## src/rtl/bootram_ctrl.sv

```systemverilog
// Boot RAM controller: bridges picorv32 native memory requests and a byte-serial
// loader onto four byte-lane synchronous RAMs, holding the CPU in reset while loading.
module bootram_ctrl #(
    parameter logic [31:0] BASE_ADDR = 32'h0000_0000,
    parameter int unsigned ADDR_BITS = 13
) (
    input  logic        clk,
    input  logic        resetn,
    input  logic        mem_valid,
    input  logic [31:0] mem_addr,
    input  logic [31:0] mem_wdata,
    input  logic [3:0]  mem_wstrb,
    output logic        mem_ready,
    output logic [31:0] mem_rdata,
    output logic        ram_ce,
    output logic [3:0]  ram_wre,
    output logic [10:0] ram_ad,
    output logic [31:0] ram_din,
    input  logic [31:0] ram_dout,
    input  logic        ld_start,
    input  logic        ld_valid,
    input  logic [7:0]  ld_data,
    input  logic        ld_last,
    output logic        ld_ready,
    output logic        ld_done,
    output logic        cpu_resetn,
    output logic [2:0]  state_dbg
);

    typedef enum logic [2:0] {
        IDLE  = 3'd0,
        READ  = 3'd1,
        RESP  = 3'd2,
        WRITE = 3'd3,
        LOAD  = 3'd4
    } state_t;

    state_t      state_q, state_d;
    logic        ram_ce_q, ram_ce_d;
    logic [3:0]  ram_wre_q, ram_wre_d;
    logic [10:0] ram_ad_q, ram_ad_d;
    logic [31:0] ram_din_q, ram_din_d;
    logic        mem_ready_q, mem_ready_d;
    logic [31:0] mem_rdata_q, mem_rdata_d;
    logic        ld_done_q, ld_done_d;
    logic        cpu_resetn_q, cpu_resetn_d;
    logic [12:0] ld_ptr_q, ld_ptr_d;
    logic        hit;
    logic        unused_addr_lsbs;

    assign hit = mem_valid && (mem_addr[31:ADDR_BITS] == BASE_ADDR[31:ADDR_BITS]);
    assign unused_addr_lsbs = ^mem_addr[1:0];

    // Loader handshake: a byte moves on any cycle with ld_valid && ld_ready;
    // ld_data and ld_last are only looked at on such a cycle.
    always_comb begin
        state_d     = state_q;
        ram_ce_d    = ram_ce_q;
        ram_wre_d   = ram_wre_q;
        ram_ad_d    = ram_ad_q;
        ram_din_d   = ram_din_q;
        mem_ready_d = 1'b0;
        mem_rdata_d = mem_rdata_q;
        ld_done_d   = 1'b0;
        ld_ptr_d    = ld_ptr_q;

        case (state_q)
            IDLE: begin
                ram_ce_d  = 1'b0;
                ram_wre_d = 4'b0000;
                if (ld_start) begin
                    state_d  = LOAD;
                    ld_ptr_d = 13'd0;
                end else if (hit && !mem_ready_q) begin
                    // The ready cycle still shows mem_valid; skipping it avoids a repeat access.
                    ram_ce_d = 1'b1;
                    ram_ad_d = mem_addr[12:2];
                    if (mem_wstrb == 4'b0000) begin
                        state_d   = READ;
                        ram_wre_d = 4'b0000;
                    end else begin
                        state_d   = WRITE;
                        ram_wre_d = mem_wstrb;
                        ram_din_d = mem_wdata;
                    end
                end
            end
            READ: begin
                ram_ce_d = 1'b0;
                state_d  = RESP;
            end
            RESP: begin
                mem_rdata_d = ram_dout;
                mem_ready_d = 1'b1;
                state_d     = IDLE;
            end
            WRITE: begin
                ram_ce_d    = 1'b0;
                ram_wre_d   = 4'b0000;
                mem_ready_d = 1'b1;
                state_d     = IDLE;
            end
            LOAD: begin
                ram_ce_d  = 1'b0;
                ram_wre_d = 4'b0000;
                if (ld_valid) begin
                    ram_ce_d  = 1'b1;
                    ram_ad_d  = ld_ptr_q[12:2];
                    ram_wre_d = 4'b0001 << ld_ptr_q[1:0];
                    ram_din_d = {4{ld_data}};
                    ld_ptr_d  = ld_ptr_q + 13'd1;
                    if (ld_last) begin
                        state_d   = IDLE;
                        ld_done_d = 1'b1;
                    end
                end
            end
            default: begin
                state_d = IDLE;
            end
        endcase

        // Held low through the done pulse so the CPU starts only after the final byte lands.
        cpu_resetn_d = (state_d != LOAD) && !ld_done_d;
    end

    always_ff @(posedge clk or negedge resetn) begin
        if (!resetn) begin
            state_q      <= IDLE;
            ram_ce_q     <= 1'b0;
            ram_wre_q    <= 4'b0000;
            ram_ad_q     <= 11'd0;
            ram_din_q    <= 32'd0;
            mem_ready_q  <= 1'b0;
            mem_rdata_q  <= 32'd0;
            ld_done_q    <= 1'b0;
            cpu_resetn_q <= 1'b0;
            ld_ptr_q     <= 13'd0;
        end else begin
            state_q      <= state_d;
            ram_ce_q     <= ram_ce_d;
            ram_wre_q    <= ram_wre_d;
            ram_ad_q     <= ram_ad_d;
            ram_din_q    <= ram_din_d;
            mem_ready_q  <= mem_ready_d;
            mem_rdata_q  <= mem_rdata_d;
            ld_done_q    <= ld_done_d;
            cpu_resetn_q <= cpu_resetn_d;
            ld_ptr_q     <= ld_ptr_d;
        end
    end

    assign mem_ready  = mem_ready_q;
    assign mem_rdata  = mem_rdata_q;
    assign ram_ce     = ram_ce_q;
    assign ram_wre    = ram_wre_q;
    assign ram_ad     = ram_ad_q;
    assign ram_din    = ram_din_q;
    assign ld_ready   = (state_q == LOAD);
    assign ld_done    = ld_done_q;
    assign cpu_resetn = cpu_resetn_q;
    assign state_dbg  = state_q;

endmodule

```

## config.mk

```make
export PLATFORM = sky130hd
export DESIGN_NAME = bootram_ctrl
export DESIGN_NICKNAME = d
export VERILOG_FILES = /design/src/rtl/bootram_ctrl.sv
export SDC_FILE = /design/constraint.sdc
export NUM_CORES = 1
export LEC_CHECK = 0
export CORE_MARGIN = 5
export CORE_UTILIZATION = 38
export DETAILED_ROUTE_END_ITERATION = 7
export GPL_ROUTABILITY_DRIVEN = 0
export PLACE_DENSITY = 0.83
export SYNTH_ARGS = -nofsm -noshare
export SYNTH_HDL_FRONTEND = slang
export SYNTH_SLANG_ARGS = --single-unit
```

## constraint.sdc

```tcl
create_clock -name clk -period 1.6 [get_ports clk]
set_input_delay 0.32 -clock clk [delete_from_list [all_inputs] [get_ports clk]]
set_output_delay 0.32 -clock clk [all_outputs]
set_load 0.05 [all_outputs]
```

# Word level (Yosys, flattened, before mapping)
# Cells that the tools add are included.
# word_totals
register_bits	99
elab_cells	69
# op_classes
reduce_logical	16
shifts	1
eq_ne	10
addsub	1
n_mux	31
# ops
cell	count
$mux W32	4
$pmux W32 S2	1
$mux W11	3
$mux W13	2
$pmux W13 S2	1
$pmux W11 S2	1
$logic_not A19 Y1	1
$mux W4	4
$add A13 B1 Y13 const B	1
$mux W3	4
$pmux W4 S3	1
$ne A2 B2 Y1 const B	5
$pmux W3 S3	1
$mux W1	7
$eq A3 B2 Y1 const B	2
$reduce_bool A3 Y1	2
$reduce_and A5 Y1	1
$logic_not A4 Y1	1
$reduce_and A4 Y1	1
$reduce_or A2 Y1	2
$shl A1 B2 Y4 const A	1
$eq A3 B1 Y1 const B	1
$eq A3 B3 Y1 const B	1
$logic_and A1 B1 Y1	3
7 further kinds	8

# Logic depth before layout (Yosys ltp)
# depth
ltp_word	8
ltp_mapped	8

# Worst setup path before layout
# No wires, ideal clock.
# synth_path
kind	flip-flop to flip-flop
from	register state_q[0], in the netlist state_dbg[0]
to	register ram_ad_q[0], in the netlist ram_ad[0]
synth_period_minus_slack_ns	2.079
n_path_buf	2
arrival_time_ns	1.954
stages_incl_launch_ff	8
t_required_ns	1.475
path_slack_ns	-0.479
cell_sequence	dfrtp_1 > buf_4 > nor2_2 > nand2_2 > inv_2 > buf_4 > mux2_2 > mux2_2
# synth_between
elab_chain_cells	3
word_cells_on_any_way	8
classes_between	4 x eq/ne; 1 x mux; 3 x reduce/logical
# synth_rtl
element	line	source
from (decl)	38	state_t state_q, state_d;
from (signal assigned)	140	state_q <= state_d;
$eq A3 B3 Y1 or $logic_not A3 Y1 (tied branches)	67	case (state_q)
$ne A2 B2 Y1 (no line) or $reduce_bool A2 Y1 (tied branches)	n/a	
$reduce_and A4 Y1 (no line)	n/a	
to (signal assigned)	143	ram_ad_q <= ram_ad_d;
to (decl)	41	logic [10:0] ram_ad_q, ram_ad_d;
# Several ways; a longest one is shown, not always the timed one.
# A chain may end at the register's enable or synchronous reset.

# Worst setup path in the final report
# layout_path
from	register state_q[0], in the netlist state_dbg[0]
to	register ld_ptr_q[10]
# layout_between
elab_chain_cells	3
word_cells_on_any_way	7
classes_between	3 x eq/ne; 1 x mux; 3 x reduce/logical
# layout_rtl
element	line	source
$eq A3 B3 Y1 or $logic_not A3 Y1 (tied branches)	67	
$ne A2 B2 Y1 (no line) or $reduce_bool A2 Y1 (tied branches)	n/a	
$reduce_and A3 Y1 (no line)	n/a	
to (signal assigned)	149	ld_ptr_q <= ld_ptr_d;
to (decl)	47	logic [12:0] ld_ptr_q, ld_ptr_d;
# Several ways; a longest one is shown, not always the timed one.

==> impl_metrics.yaml <==
grt:
  grt_pass1_wl_um: 22200
  grt_usage_pct: 19.4
  first_global_vias: 4344
  antenna_found_initial: 0
  grt_max_degree: 35
  overflow: 0
worst_setup_path:
  regToRegSetupSlack_ns: -0.19
  critPathKind: "register to register"
  worst-path-max-fanout: 4
  setup.worst_path.start_class: "register"
  worstPathRequired_ns: 1.87
  r2r-end: "ld_ptr_q[10]"
  ff2ff_path_depth: 6
  endpoint_kind: "register"
  critical_path_arrival_ns: 2.06
  r2r_start: "state_dbg[0]"
floorplanning:
  dieArea_sq_um: 14400
  fp-row-count: 40
  die_w_um: 120
  die_y_um: 120
  initial_core_util_pct: 38.5
  io_pins: 201
  core_area_sq_um: 12000
logic_synthesis:
  syn_avg_cell_area_sq_um: 11.9
  ys_seq_elements: 99
  synth_edf_count: 0
  yosysWarnings: 0
  synth.yosys.seq_area_share_pct: 53.8
  synth_cell_types: 45
  syn_inst: 387
  synth-main-ff-cell: "dfrtp_1"
  syn_area_sq_um: 4600
  synthArstFlopShare_pct: 100
  syn_nets: 505
layout:
  fill_cells: 841
  nets: 752
  areaGrowthSynthToFinish_pct: 75.2
  utilization_pct: 67.4
  drive_gt1_share_pct: 39.9
min_path:
  hp-class: "input pin to register"
  holdPathEnd: "state_dbg[0]"
  hold_start: "mem_addr[28]"
  hold_depth: 4
timing:
  finalHoldViolations: 0
  fmax_ghz: 0.559
  layout_min_cycle_time_ns: 1.79
  final-max-slew-violation-count: 0
  post-route-period-util_pct: 112
  finalSetupViolCount: 81
  fin_worst_skew_ns: 0.00366
  rsz0062_at_grt: "yes"
  slew_headroom_pct: 67.9
  fin_ws_ns: -0.188
  worst_pin_slew_ns: 0.473
routing:
  wl_per_cell_um: 18.6
  drtAntennaViolNets: 0
  drtPass1Iterations: 4
  wirelength_um: 14600
  vias_per_cell: 5.01
  vias: 3940
  drtIter0Drc: 199
  route.detailed.drc: 0
clock_network:
  cts_buffers: 9
  htree_levels: 3
  cts_tree: "yes"
  cts_max_path_buffers: 2
  cts_sinks: 99
  clk_latency_ns: 0.34
  root_buffer: "clkbuf_16"
  clkSlewWorstSetupHoldPaths_ns: 0.07
power:
  power_density_nw_per_um2: 1410
  total_power_uw: 11400
  leakagePower_uw: 0.00391
  ir_worst_vdd_mv: 1.09
place:
  port-buffer-count: 198
  pre_cts_ws_ns: -0.599
  hpwl_um: 10300
outcome:
  status: "finished, violations left"
  violations: "setup timing"
flow_run:
  cap_violations: 0
[cells in the final DEF, fill, tap and decap left out, types with 9 or more instances in the layout]
cell type	count
nand2_1	12
clkbuf_16	12
inv_1	36
dlymetal6s2s_1	9
a21oi_1	33
clkdlybuf4s50_1	93
buf_4	99
mux2_4	48
mux2i_1	33
dfrtp_1	96
buf_6	12
buf_12	25
[critical path, cell delays in order (launching register included)]
cell and delay [ns]:
dfrtp_2 0.42, buf_6 0.13, buf_6 0.12, nor3b_4 0.22, nand3_2 0.15, or4_4 0.55
a21oi_2 0.13
[area by class of cell]
type / count / area, sq um / area share [%]
Multi-Input combinational cell: 233 / 2270 / 28.1
Antenna cell: 1 / 2.50 / 0.0310
Inverter: 37 / 146 / 1.82
Clock buffer: 10 / 229 / 2.84
Clock inverter: 6 / 88.8 / 1.10
Tap cell: 147 / 184 / 2.28
Sequential cell: 99 / 2480 / 30.8
Timing Repair Buffer: 254 / 2670 / 33.0
[kinds of logic (layout without fill, tap and decap cells)]
group                      count (synthesis)  count (layout)  share of synthesized area, %
other                                      0               1                             0
adders and majority gates                  4               4                          1.09
muxes                                     90              90                          21.1
DFF                                       99              99                          53.8
and+or+nand+nor                           75              75                          9.51
buffers and inverters                     55             307                          5.60
AOI/OAI and AO/OA                         57              57                          7.50
xor gates and xnor gates                   7               7                          1.33
[what timing repair did]
item	CTS	global route
hold buffers	1	0
resized for setup	30	65
endpoints found under the setup margin	58	92
hold endpoints to repair	32	0
gates cloned	2	5
pin swaps	9	23
buffers inserted	7	7
[worst max-delay path by stage]
stage / from / endpoint / slack [ns] / cells past startpoint
finish: state_dbg[0] / ld_ptr_q[10] / -0.19 / 6
CTS: state_dbg[0] / ram_din[11] / -0.17 / 7
detailed placement: mem_addr[17] / ram_din[11] / -0.60 / 7
global placement: mem_addr[20] / ram_ad[1] / -0.55 / 7
floorplan: state_dbg[0] / ram_ad[0] / -0.24 / 7
global route: state_dbg[2] / ram_din[16] / -0.26 / 6
[per-stage QoR]
step,hold WS (ns),std cells,setup TNS [ns],area (sq um)
after global placement,0.284,750,-25.45,7140
after detailed placement,0.299,750,-28.57,7140
after floorplan,0.0244,387,-10.15,4810
after CTS,0.474,776,-8.87,7670
after global routing,0.363,786,-11.63,8060
final,0.360,787,-6.87,8060
[synth_stat cells (all sizes together) (3+ instances only)]
library cell,instances,area [sq um]
nor2,13,51.3
mux2i,35,350
o21ai,5,28.8
nand3,10,55.1
mux2,55,623
and2,9,56.3
a21o,4,30.0
and3,4,25.0
buf,13,100
a32o,4,40.0
ha,4,50.1
dfrtp,99,2480
a22o,5,43.8
nor4,7,56.3
a21oi,36,180
nand4,4,25.0
xor2,4,35.0
nor3,3,25.0
nand2,13,51.3
xnor2,3,26.3
inv,37,139
clkbuf,5,18.8
[sequential cells by signal, summed over array words and instances, names as in the netlist]
signal / flops
cpu_resetn: 1
ld_done: 1
ld_ptr_q: 13
mem_rdata: 32
mem_ready: 1
ram_ad: 11
ram_ce: 1
ram_din: 32
ram_wre: 4
state_dbg: 3
[metal layers]
layer	GRT usage (%)	vias up	share of wire, %
li1	-	1841	-
met1	23.9	1927	42
met2	32.9	145	51
met3	4.38	27	5.0
met4	7.66	0	2.3
met5	0	-	0
[power by group]
| group | internal [uW] | switching [uW] | total, uW |
|---|---|---|---|
| Combinational | 2210 | 3290 | 5500 |
| Clock | 1370 | 960 | 2330 |
| Sequential | 3080 | 453 | 3530 |
| Total | 6660 | 4700 | 11400 |
No activity file was read; power rests on OpenSTA's default activity.
